File: src/rtl/mole_draw_arbiter_if.sv
// Pixel-write bus from the mole draw arbiter to the vga_adapter, plus its status strobes.
interface mole_draw_arbiter_if;
  logic [7:0] x;
  logic [6:0] y;
  logic [2:0] colour;
  logic       plot;
  logic       busy;
  logic       done;

  modport master (output x, y, colour, plot, busy, done);
  modport slave  (input  x, y, colour, plot, busy, done);
endinterface

File: src/rtl/mole_draw_arbiter.sv
// Round-robin arbiter that rasterises one mole block at a time onto the shared vga pixel port.
// Each lane remembers what its block shows on screen and flags a mismatch against its target.
module mole_draw_lane (
  input  logic clock,
  input  logic resetn,
  input  logic target,
  input  logic commit,
  input  logic val,
  output logic drawn,
  output logic pending
);
  always_ff @(posedge clock or negedge resetn) begin
    if (!resetn)     drawn <= 1'b0;
    else if (commit) drawn <= val;
  end

  assign pending = target ^ drawn;
endmodule

module mole_draw_arbiter #(
  parameter int          NUM_MOLES  = 3,
  parameter int          BLOCK_W    = 8,
  parameter int          BLOCK_H    = 8,
  parameter int          X_BASE     = 1,
  parameter int          X_STEP     = 8,
  parameter int          Y_TOP      = 33,
  parameter logic [2:0]  ON_COLOUR  = 3'b100,
  parameter logic [2:0]  OFF_COLOUR = 3'b000
) (
  input  logic                 clock,
  input  logic                 resetn,
  input  logic                 game,
  input  logic [NUM_MOLES-1:0] mole_state,
  mole_draw_arbiter_if.master  vga
);
  localparam int GW  = (NUM_MOLES > 1) ? $clog2(NUM_MOLES) : 1;
  localparam int CXW = (BLOCK_W > 1) ? $clog2(BLOCK_W) : 1;
  localparam int CYW = (BLOCK_H > 1) ? $clog2(BLOCK_H) : 1;

  typedef enum logic [1:0] {IDLE, DRAW, COMMIT} state_t;

  state_t               state, state_d;
  logic [GW-1:0]        grant, grant_d, last_grant, last_d, g_idx;
  logic                 val, val_d, g_found, commit;
  logic [CXW-1:0]       cx, cx_d;
  logic [CYW-1:0]       cy, cy_d;
  logic [7:0]           x_q, x_d;
  logic [6:0]           y_q, y_d;
  logic [2:0]           colour_q, colour_d;
  logic                 plot_q, plot_d, busy_q, busy_d, done_q, done_d;
  logic [NUM_MOLES-1:0] target, drawn, pending;

  assign target = {NUM_MOLES{game}} & mole_state;

  for (genvar i = 0; i < NUM_MOLES; i++) begin : g_lane
    mole_draw_lane u_lane (
      .clock   (clock),
      .resetn  (resetn),
      .target  (target[i]),
      .commit  (commit && (grant == GW'(i))),
      .val     (val),
      .drawn   (drawn[i]),
      .pending (pending[i])
    );
  end

  // Search starts one past the last committed block so every requester waits at most NUM_MOLES-1 grants.
  always_comb begin
    logic [GW-1:0] idx;
    g_found = 1'b0;
    g_idx   = '0;
    idx     = '0;
    for (int k = 1; k <= NUM_MOLES; k++) begin
      idx = GW'((int'(last_grant) + k) % NUM_MOLES);
      if (!g_found && pending[idx]) begin
        g_found = 1'b1;
        g_idx   = idx;
      end
    end
  end

  always_comb begin
    state_d  = state;
    grant_d  = grant;
    val_d    = val;
    last_d   = last_grant;
    cx_d     = cx;
    cy_d     = cy;
    colour_d = colour_q;
    plot_d   = 1'b0;
    busy_d   = 1'b0;
    done_d   = 1'b0;
    commit   = 1'b0;
    case (state)
      IDLE: begin
        if (g_found) begin
          state_d  = DRAW;
          grant_d  = g_idx;
          val_d    = target[g_idx];
          colour_d = target[g_idx] ? ON_COLOUR : OFF_COLOUR;
          cx_d     = '0;
          cy_d     = '0;
          plot_d   = 1'b1;
          busy_d   = 1'b1;
        end
      end
      DRAW: begin
        busy_d = 1'b1;
        if (cx == CXW'(BLOCK_W - 1)) begin
          cx_d = '0;
          if (cy == CYW'(BLOCK_H - 1)) begin
            cy_d    = '0;
            state_d = COMMIT;
            done_d  = 1'b1;
          end else begin
            cy_d   = cy + 1'b1;
            plot_d = 1'b1;
          end
        end else begin
          cx_d   = cx + 1'b1;
          plot_d = 1'b1;
        end
      end
      COMMIT: begin
        commit  = 1'b1;
        last_d  = grant;
        state_d = IDLE;
      end
      default: state_d = IDLE;
    endcase
    // Outputs are registered, so the coordinates loaded here belong to the pixel of the next cycle.
    x_d = plot_d ? 8'(X_BASE + int'(grant_d) * X_STEP + int'(cx_d)) : x_q;
    y_d = plot_d ? 7'(Y_TOP + int'(cy_d)) : y_q;
  end

  always_ff @(posedge clock or negedge resetn) begin
    if (!resetn) begin
      state      <= IDLE;
      grant      <= '0;
      val        <= 1'b0;
      last_grant <= GW'(NUM_MOLES - 1);
      cx         <= '0;
      cy         <= '0;
      x_q        <= '0;
      y_q        <= '0;
      colour_q   <= OFF_COLOUR;
      plot_q     <= 1'b0;
      busy_q     <= 1'b0;
      done_q     <= 1'b0;
    end else begin
      state      <= state_d;
      grant      <= grant_d;
      val        <= val_d;
      last_grant <= last_d;
      cx         <= cx_d;
      cy         <= cy_d;
      x_q        <= x_d;
      y_q        <= y_d;
      colour_q   <= colour_d;
      plot_q     <= plot_d;
      busy_q     <= busy_d;
      done_q     <= done_d;
    end
  end

  assign vga.x      = x_q;
  assign vga.y      = y_q;
  assign vga.colour = colour_q;
  assign vga.plot   = plot_q;
  assign vga.busy   = busy_q;
  assign vga.done   = done_q;
endmodule

File: src/flat_wrapper.sv
// flat-port wrapper written by rule: the top's interface ports become plain ports
module mole_draw_arbiter_flat 
#(
  parameter int          NUM_MOLES  = 3,
  parameter int          BLOCK_W    = 8,
  parameter int          BLOCK_H    = 8,
  parameter int          X_BASE     = 1,
  parameter int          X_STEP     = 8,
  parameter int          Y_TOP      = 33,
  parameter logic [2:0]  ON_COLOUR  = 3'b100,
  parameter logic [2:0]  OFF_COLOUR = 3'b000
)
  (clock, resetn, game, mole_state, vga_x, vga_y, vga_colour, vga_plot, vga_busy, vga_done);
  mole_draw_arbiter_if vga_i ();
  input  logic clock;
  input  logic resetn;
  input  logic game;
  input  logic [NUM_MOLES-1:0] mole_state;
  output wire logic [$bits(vga_i.x)-1:0] vga_x;
  output wire logic [$bits(vga_i.y)-1:0] vga_y;
  output wire logic [$bits(vga_i.colour)-1:0] vga_colour;
  output wire logic [$bits(vga_i.plot)-1:0] vga_plot;
  output wire logic [$bits(vga_i.busy)-1:0] vga_busy;
  output wire logic [$bits(vga_i.done)-1:0] vga_done;
  assign vga_x = vga_i.x;
  assign vga_y = vga_i.y;
  assign vga_colour = vga_i.colour;
  assign vga_plot = vga_i.plot;
  assign vga_busy = vga_i.busy;
  assign vga_done = vga_i.done;
  mole_draw_arbiter #(.NUM_MOLES(NUM_MOLES), .BLOCK_W(BLOCK_W), .BLOCK_H(BLOCK_H), .X_BASE(X_BASE), .X_STEP(X_STEP), .Y_TOP(Y_TOP), .ON_COLOUR(ON_COLOUR), .OFF_COLOUR(OFF_COLOUR)) u_core (.clock(clock), .resetn(resetn), .game(game), .mole_state(mole_state), .vga(vga_i));
endmodule
File: config.mk
export PLATFORM = sky130hd
export DESIGN_NAME = mole_draw_arbiter_flat
export DESIGN_NICKNAME = d
export VERILOG_FILES = /design/src/rtl/mole_draw_arbiter_if.sv /design/src/rtl/mole_draw_arbiter.sv /design/src/flat_wrapper.sv
export SDC_FILE = /design/constraint.sdc
export NUM_CORES = 1
export LEC_CHECK = 0
export BUFFER_PORTS_ARGS = -buffer_cell sky130_fd_sc_hd__buf_2
export CAP_MARGIN = 10
export CORE_MARGIN = 10
export CORE_UTILIZATION = 45
export CTS_BUF_LIST = sky130_fd_sc_hd__clkbuf_4 sky130_fd_sc_hd__clkbuf_8 sky130_fd_sc_hd__clkbuf_16
export CTS_CLUSTER_DIAMETER = 200
export DETAILED_ROUTE_END_ITERATION = 7
export PLACE_DENSITY = 0.68
export RECOVER_POWER = 25
export SYNTH_ARGS = -nofsm -noshare
export SYNTH_HDL_FRONTEND = slang
export SYNTH_HIERARCHICAL = 1
export SYNTH_SLANG_ARGS = --single-unit
File: constraint.sdc
create_clock -name clock -period 2.9 [get_ports clock]
set_input_delay 0.145 -clock clock [delete_from_list [all_inputs] [get_ports clock]]
set_output_delay 0.145 -clock clock [all_outputs]
set_load 0.02 [all_outputs]
# Word-level counts from Yosys, hierarchy flattened
# Cells that the tools add are included.
# word_totals
out_inout_bits	21
regBits	37
inputBits	6
# classes
addsub	8
n_reduce_logical	11
n_div	3
muxes	37
n_eq_ne	9
order_cmp	4
n_bitwise	4
# op_table
op	count
modulo 32 x 3 -> 32 bit (second input constant)	3
2-to-1 mux 3 bit	6
2-to-1 mux 2 bit	8
2-to-1 mux 1 bit	14
< comparator 2 x 3 -> 1 bit (second input constant)	4
one-hot mux 3 bit (2 select lines)	2
adder 8 x 4 -> 8 bit	1
binary-select mux 1 bit (select 2 bit)	4
adder 6 x 3 -> 7 bit (first input constant)	1
adder 1 x 5 -> 6 bit (first input constant)	1
adder 2 x 2 -> 3 bit (second input constant)	2
adder 3 x 1 -> 3 bit (second input constant)	2
== test 3 bit (second input constant)	2
inequality test 2 x 1 -> 1 bit (second input constant)	3
logical AND 1 bit	5
== test 2 x 1 -> 1 bit (second input constant)	2
== test 2 bit (second input constant)	2
logical NOT 2 bit	2
one-hot mux 1 bit (2 select lines)	2
one-hot mux 2 bit (2 select lines)	1
adder 2 x 1 -> 3 bit (second input constant)	1
bitwise AND 3 bit	1
AND reduction 3 bit	1
bitwise XOR 1 bit	3
other kinds (2)	3

# Longest topological paths before layout
# depth
ltp_word	15
depth_mapped	12
ltp_nobuf	11

# Hierarchy
# Netlist, hierarchy kept.
# by_module_without_submodules
mod	area_per_inst_um2	instances	cells_per_inst	seq_area_each_um2
mole_draw_arbiter	1531.5	1	149	676.9
mole_draw_lane	48.8	3	3	25.0

# Worst setup path before layout
# OpenSTA, ideal clock, no wires.
# synth_path
path_kind	register to register
startpoint	reg u_core.last_grant[1]
endpoint	reg u_core.x_q[4] (netlist: u_core/vga.x[4])
stages_incl_launch_ff	10
required_time_ns	2.774
setup_ns	0.126
period_less_slack_ns	2.742
slack_ns	0.158
arrival_ns	2.616
cell_sequence	dfstp_2 ha_1 and2_2 a32o_2 o21ba_2 or2_2 a22o_1 ha_1 and3_2 a221o_1
# synth_rtl
element	line_no	rtl
start: declaration	mole_draw_arbiter.sv:43	logic [GW-1:0] grant, grant_d, last_grant, last_d, g_idx;
start signal: assignment	mole_draw_arbiter.sv:141	last_grant <= GW'(NUM_MOLES - 1);
start signal: assignment	mole_draw_arbiter.sv:154	last_grant <= last_d;
adder 2 x 1 -> 3 bit	mole_draw_arbiter.sv:74	idx = GW'((int'(last_grant) + k) % NUM_MOLES);
modulo 32 x 3 -> 32 bit	mole_draw_arbiter.sv:74	
binary-select mux 1 bit (select 2 bit)	mole_draw_arbiter.sv:75	if (!g_found && pending[idx]) begin
2-to-1 mux 1 bit (implied by the code)	mole_draw_arbiter.sv:75	
2-to-1 mux 1 bit	mole_draw_arbiter.sv:75	
logical NOT 1 bit	mole_draw_arbiter.sv:75	
logical AND 1 bit	mole_draw_arbiter.sv:75	
2-to-1 mux 1 bit	mole_draw_arbiter.sv:75	
logical NOT 1 bit	mole_draw_arbiter.sv:75	
logical AND 1 bit	mole_draw_arbiter.sv:75	
2-to-1 mux 1 bit (*)	mole_draw_arbiter.sv:75	
2-to-1 mux 3 bit (*)	mole_draw_arbiter.sv:96	if (g_found) begin
one-hot mux 3 bit (2 select lines) (*)	mole_draw_arbiter.sv:94	case (state)
net u_core.cx_d[1]	mole_draw_arbiter.sv:45	logic [CXW-1:0] cx, cx_d;
adder 8 x 4 -> 8 bit (*)	mole_draw_arbiter.sv:132	x_d = plot_d ? 8'(X_BASE + int'(grant_d) * X_STEP + int'(cx_d)) : x_q;
end signal: assignment	mole_draw_arbiter.sv:144	x_q <= '0;
end signal: assignment	mole_draw_arbiter.sv:157	x_q <= x_d;
end: declaration	mole_draw_arbiter.sv:47	logic [7:0] x_q, x_d;
# The timed path passes the listed nets; every way through them passes the cells marked *. The select of a mux whose other input is x is not followed.
# A chain may end at the register's enable or synchronous reset.

# Worst setup path after layout
# Ends and elaborated chain as after synthesis.

==> out/results.tsv <==
stage	metric	value	unit
status	status	finished with violations	
setup_path	path_buf_inv	0	
clock_network	numCtsBuffers	5	
grt	grt-ovfl-total	0	
layout	nets	194	
clock_network	root_buffer	clkbuf_8	
routing	drc	0	
logic_synthesis	ys_ff_latch	30	
setup_path	worstPathArrival	2.93	ns
clock_network	tritoncts	yes	
run	max-cap-violations	1	
timing	hold_viol	0	
logic_synthesis	synth_cells	158	
die	boundaryPins	27	
min_path	hold_path_class	in2reg	
setup_path	cp_slowest_cell	dfstp_2	
logic_synthesis	yosys_warnings	6	
pwr	peakVddDrop	619	uV
timing	min_period	2.77	ns
pwr	p_leak	0.900	nW
clock_network	clk_pin_slew	0.06	ns
die	start_util	0.462	
layout	drive_gt1_frac	0.238	
clock_network	cts.path.max_buffers	2	
pwr	power	0.00171	W
routing	wl	3.33	mm
logic_synthesis	synth.yosys.seq_area_share	0.448	
timing	clock.fmax	361	MHz
pwr	pwr_density_cell	905	mW/mm^2
clock_network	post_cts_buffers	0	
setup_path	crit_top_cell	ha_2	
clock_network	clock-sinks	30	
placed_design	hpwl	2.41	mm
grt	grt_pass1_vias	1238	
grt	track_usage	0.113	
routing	ant_nets	0	
layout	diodes	0	
logic_synthesis	synth_flop_cell	dfrtp_1	
grt	grt_antenna_before_repair	0	
timing	report.final.slew_viol_count	31	
layout	postLayoutCellArea	0.00189	sq mm
placed_design	place_area	0.00178	sq mm
die	die_area	0.00657	sq mm
routing	drt-wirelength-per-cell	14.6	um
timing	slew_headroom	-0.0385	
timing	rsz0062_at_grt	no	
setup_path	crit_family	compound AO/OA/AOI/OAI gates	
setup_path	max_stage_delay	0.54	ns
die	die_h	81.1	um
grt	grt_max_degree	31	
setup_path	cp_max_fo	5	
timing	max_slew.worst_pin.slew	1.56	ns
setup_path	path_cells	ha_2 -> and2_2 -> a32o_2 -> o21ba_2 -> or2_4 -> a22o_1 -> ha_2 -> and3_2 -> a221o_1	
logic_synthesis	syn-cell-area	0.00168	sq mm
setup_path	crit_type	reg2reg	
routing	dr.pass1.iters	4	
routing	via_per_inst	5.24	
logic_synthesis	synthArstFlopShare	1.00	
status	failed_checks	capacitance limit, slew limit	
logic_synthesis	avgSynthCellArea	10.6	sq um
clock_network	insertion_delay	0.28	ns
timing	tns	0	ns
routing	drt-initial-drc-count	49	
placed_design	place_congestion	0.771	
clock_network	h-tree-depth	2	
layout	utilization	0.521	
placed_design	io_buffers	20	
die	die_width	81.1	um
grt	grt_pass1_wl	5.81	mm
logic_synthesis	synth_cell_types	49	
layout	synthToLayoutAreaGrowth	12.8	%
routing	vias	1199	
die	core	0.00363	sq mm
timing	setup_viol	0	
setup_path	cp-end-kind	flop	
die	row_count	22	
setup_path	startpoint_type	flop	
timing	fin_skew	0.00574	ns
timing	finalCritPeriodShare	0.954	
layout	stdcell_count	229	
logic_synthesis	synth_edf_count	0	
placed_design	dp.cells	220	
setup_path	worstPathRequired	3.06	ns
==> registers in the layout, summed over array words and instances, names as in the netlist <==
register,cells
u_core/cx,3
u_core/cy,3
u_core/g_lane.u_lane/drawn,3
u_core/grant,2
u_core/last_grant,2
u_core/state,2
u_core/vga.busy,1
u_core/vga.colour,1
u_core/vga.done,1
u_core/vga.plot,1
u_core/vga.x,6
u_core/vga.y,5
==> layout make-up <==
class                      instances  area [sq um]
tap                               48          60.1
clock buffer                       8          97.6
timing repair buffer              22           111
sequential                        30           752
inverter                          11          41.3
multi-input combinational        110           831
fill                             344          1740
==> layout by cell type, fill, tap and decap left out, types with 2 or more instances in the layout <==
cell      netlist  final
a21o_1          4      4
clkbuf_8        0      6
a211oi_1        2      2
nand2_1        13     13
conb_1          1      6
ha_1            8      6
o21ai_0        10      9
buf_2           1     15
a32o_2          2      2
clkbuf_1        3      5
nor3_1          2      2
and2_1          5      5
nor2b_1         2      2
xnor2_1         2      2
mux2i_1         2      2
ha_2            0      2
inv_1          11     11
clkbuf_4        0      2
nand3b_1        2      2
nand2b_1        3      3
nor2_1          5      5
mux2_2          4      4
a21oi_1         4      4
nor4b_1         3      3
mux2_4          3      3
and3_1          2      2
dfrtp_1        29     29
xor2_1          4      4
nor3b_1         2      2
==> worst register-to-register path: cells and delay by family, from the launching register on <==
kind | cells | cell delay [ns]
AOI/OAI and AO/OA | 4 | 1.01
adders and majority gates | 2 | 0.50
DFF | 1 | 0.54
and+or+nand+nor | 3 | 0.62
==> logic make-up (layout without fill, tap and decap cells) <==
group / count (synthesis) / in the layout / share of synthesized area
compound gates: 36 / 36 / 0.160
buf+inv: 23 / 41 / 0.0723
xor+xnor: 6 / 6 / 0.0313
mux: 9 / 9 / 0.0656
other cells: 1 / 6 / 0.00223
flops: 30 / 30 / 0.448
fa+ha+maj: 9 / 9 / 0.0656
simple gates: 44 / 44 / 0.155
==> per-stage QoR <==
stage / hold slack (ns) / setup WS, ns
5_1_grt: 0.428 / 0.0440
3_5_place_dp: 0.212 / 0.0324
3_3_place_gp: 0.200 / 0.0982
2_1_floorplan: -0.151 / 0.158
6_report: 0.363 / 0.132
4_1_cts: 0.357 / 0.0156
==> routing by layer <==
layer | up-vias | GRT usage | share of wire
met5 | - | 0 | 0
met4 | 0 | 0.0623 | 0.019
met3 | 7 | 0.0386 | 0.071
met2 | 33 | 0.175 | 0.46
met1 | 570 | 0.134 | 0.45
li1 | 589 | - | -
==> cell usage after synthesis, drive strengths merged (4+ instances only) <==
cell type	instances	area, sq um
ha	8	100
buf	9	68.8
nand2	13	48.8
o21ai	11	66.3
nor2	5	18.8
mux2	7	90.1
dfrtp	29	726
a21o	4	30.0
inv	11	41.3
a21oi	4	20.0
xor2	4	35.0
and2	6	38.8
==> where the power goes <==
part	internal, W	switching [W]
Combinational	0.000304	0.000406
Sequential	0.000546	0.000102
Clock	0.000212	0.000145
Total	0.00106	0.000652
==> final timing paths <==
check                                     start                    to  depth (start not counted)  slack [ns]
setup / recovery           u_core/last_grant[1]       u_core/vga.x[4]                          9        0.13
hold reg to reg                 u_core/vga.y[5]       u_core/vga.y[5]                          1        0.47
min in group asynchronous                resetn       u_core/vga.y[3]                          2        0.78
max in group asynchronous                resetn  u_core/last_grant[0]                          2        1.21
hold / removal                    mole_state[2]  u_core/vga.colour[2]                          4        0.36
setup reg to reg           u_core/last_grant[1]       u_core/vga.x[4]                          9        0.13
==> what timing repair did <==
action / in CTS / in global routing
endpoints found under the hold margin: 29 / 0
setup endpoints to repair: 0 / 2
hold buffers: 1 / 0
gates resized for setup: 0 / 4
Note: power is estimated with default switching activity, not from simulation.
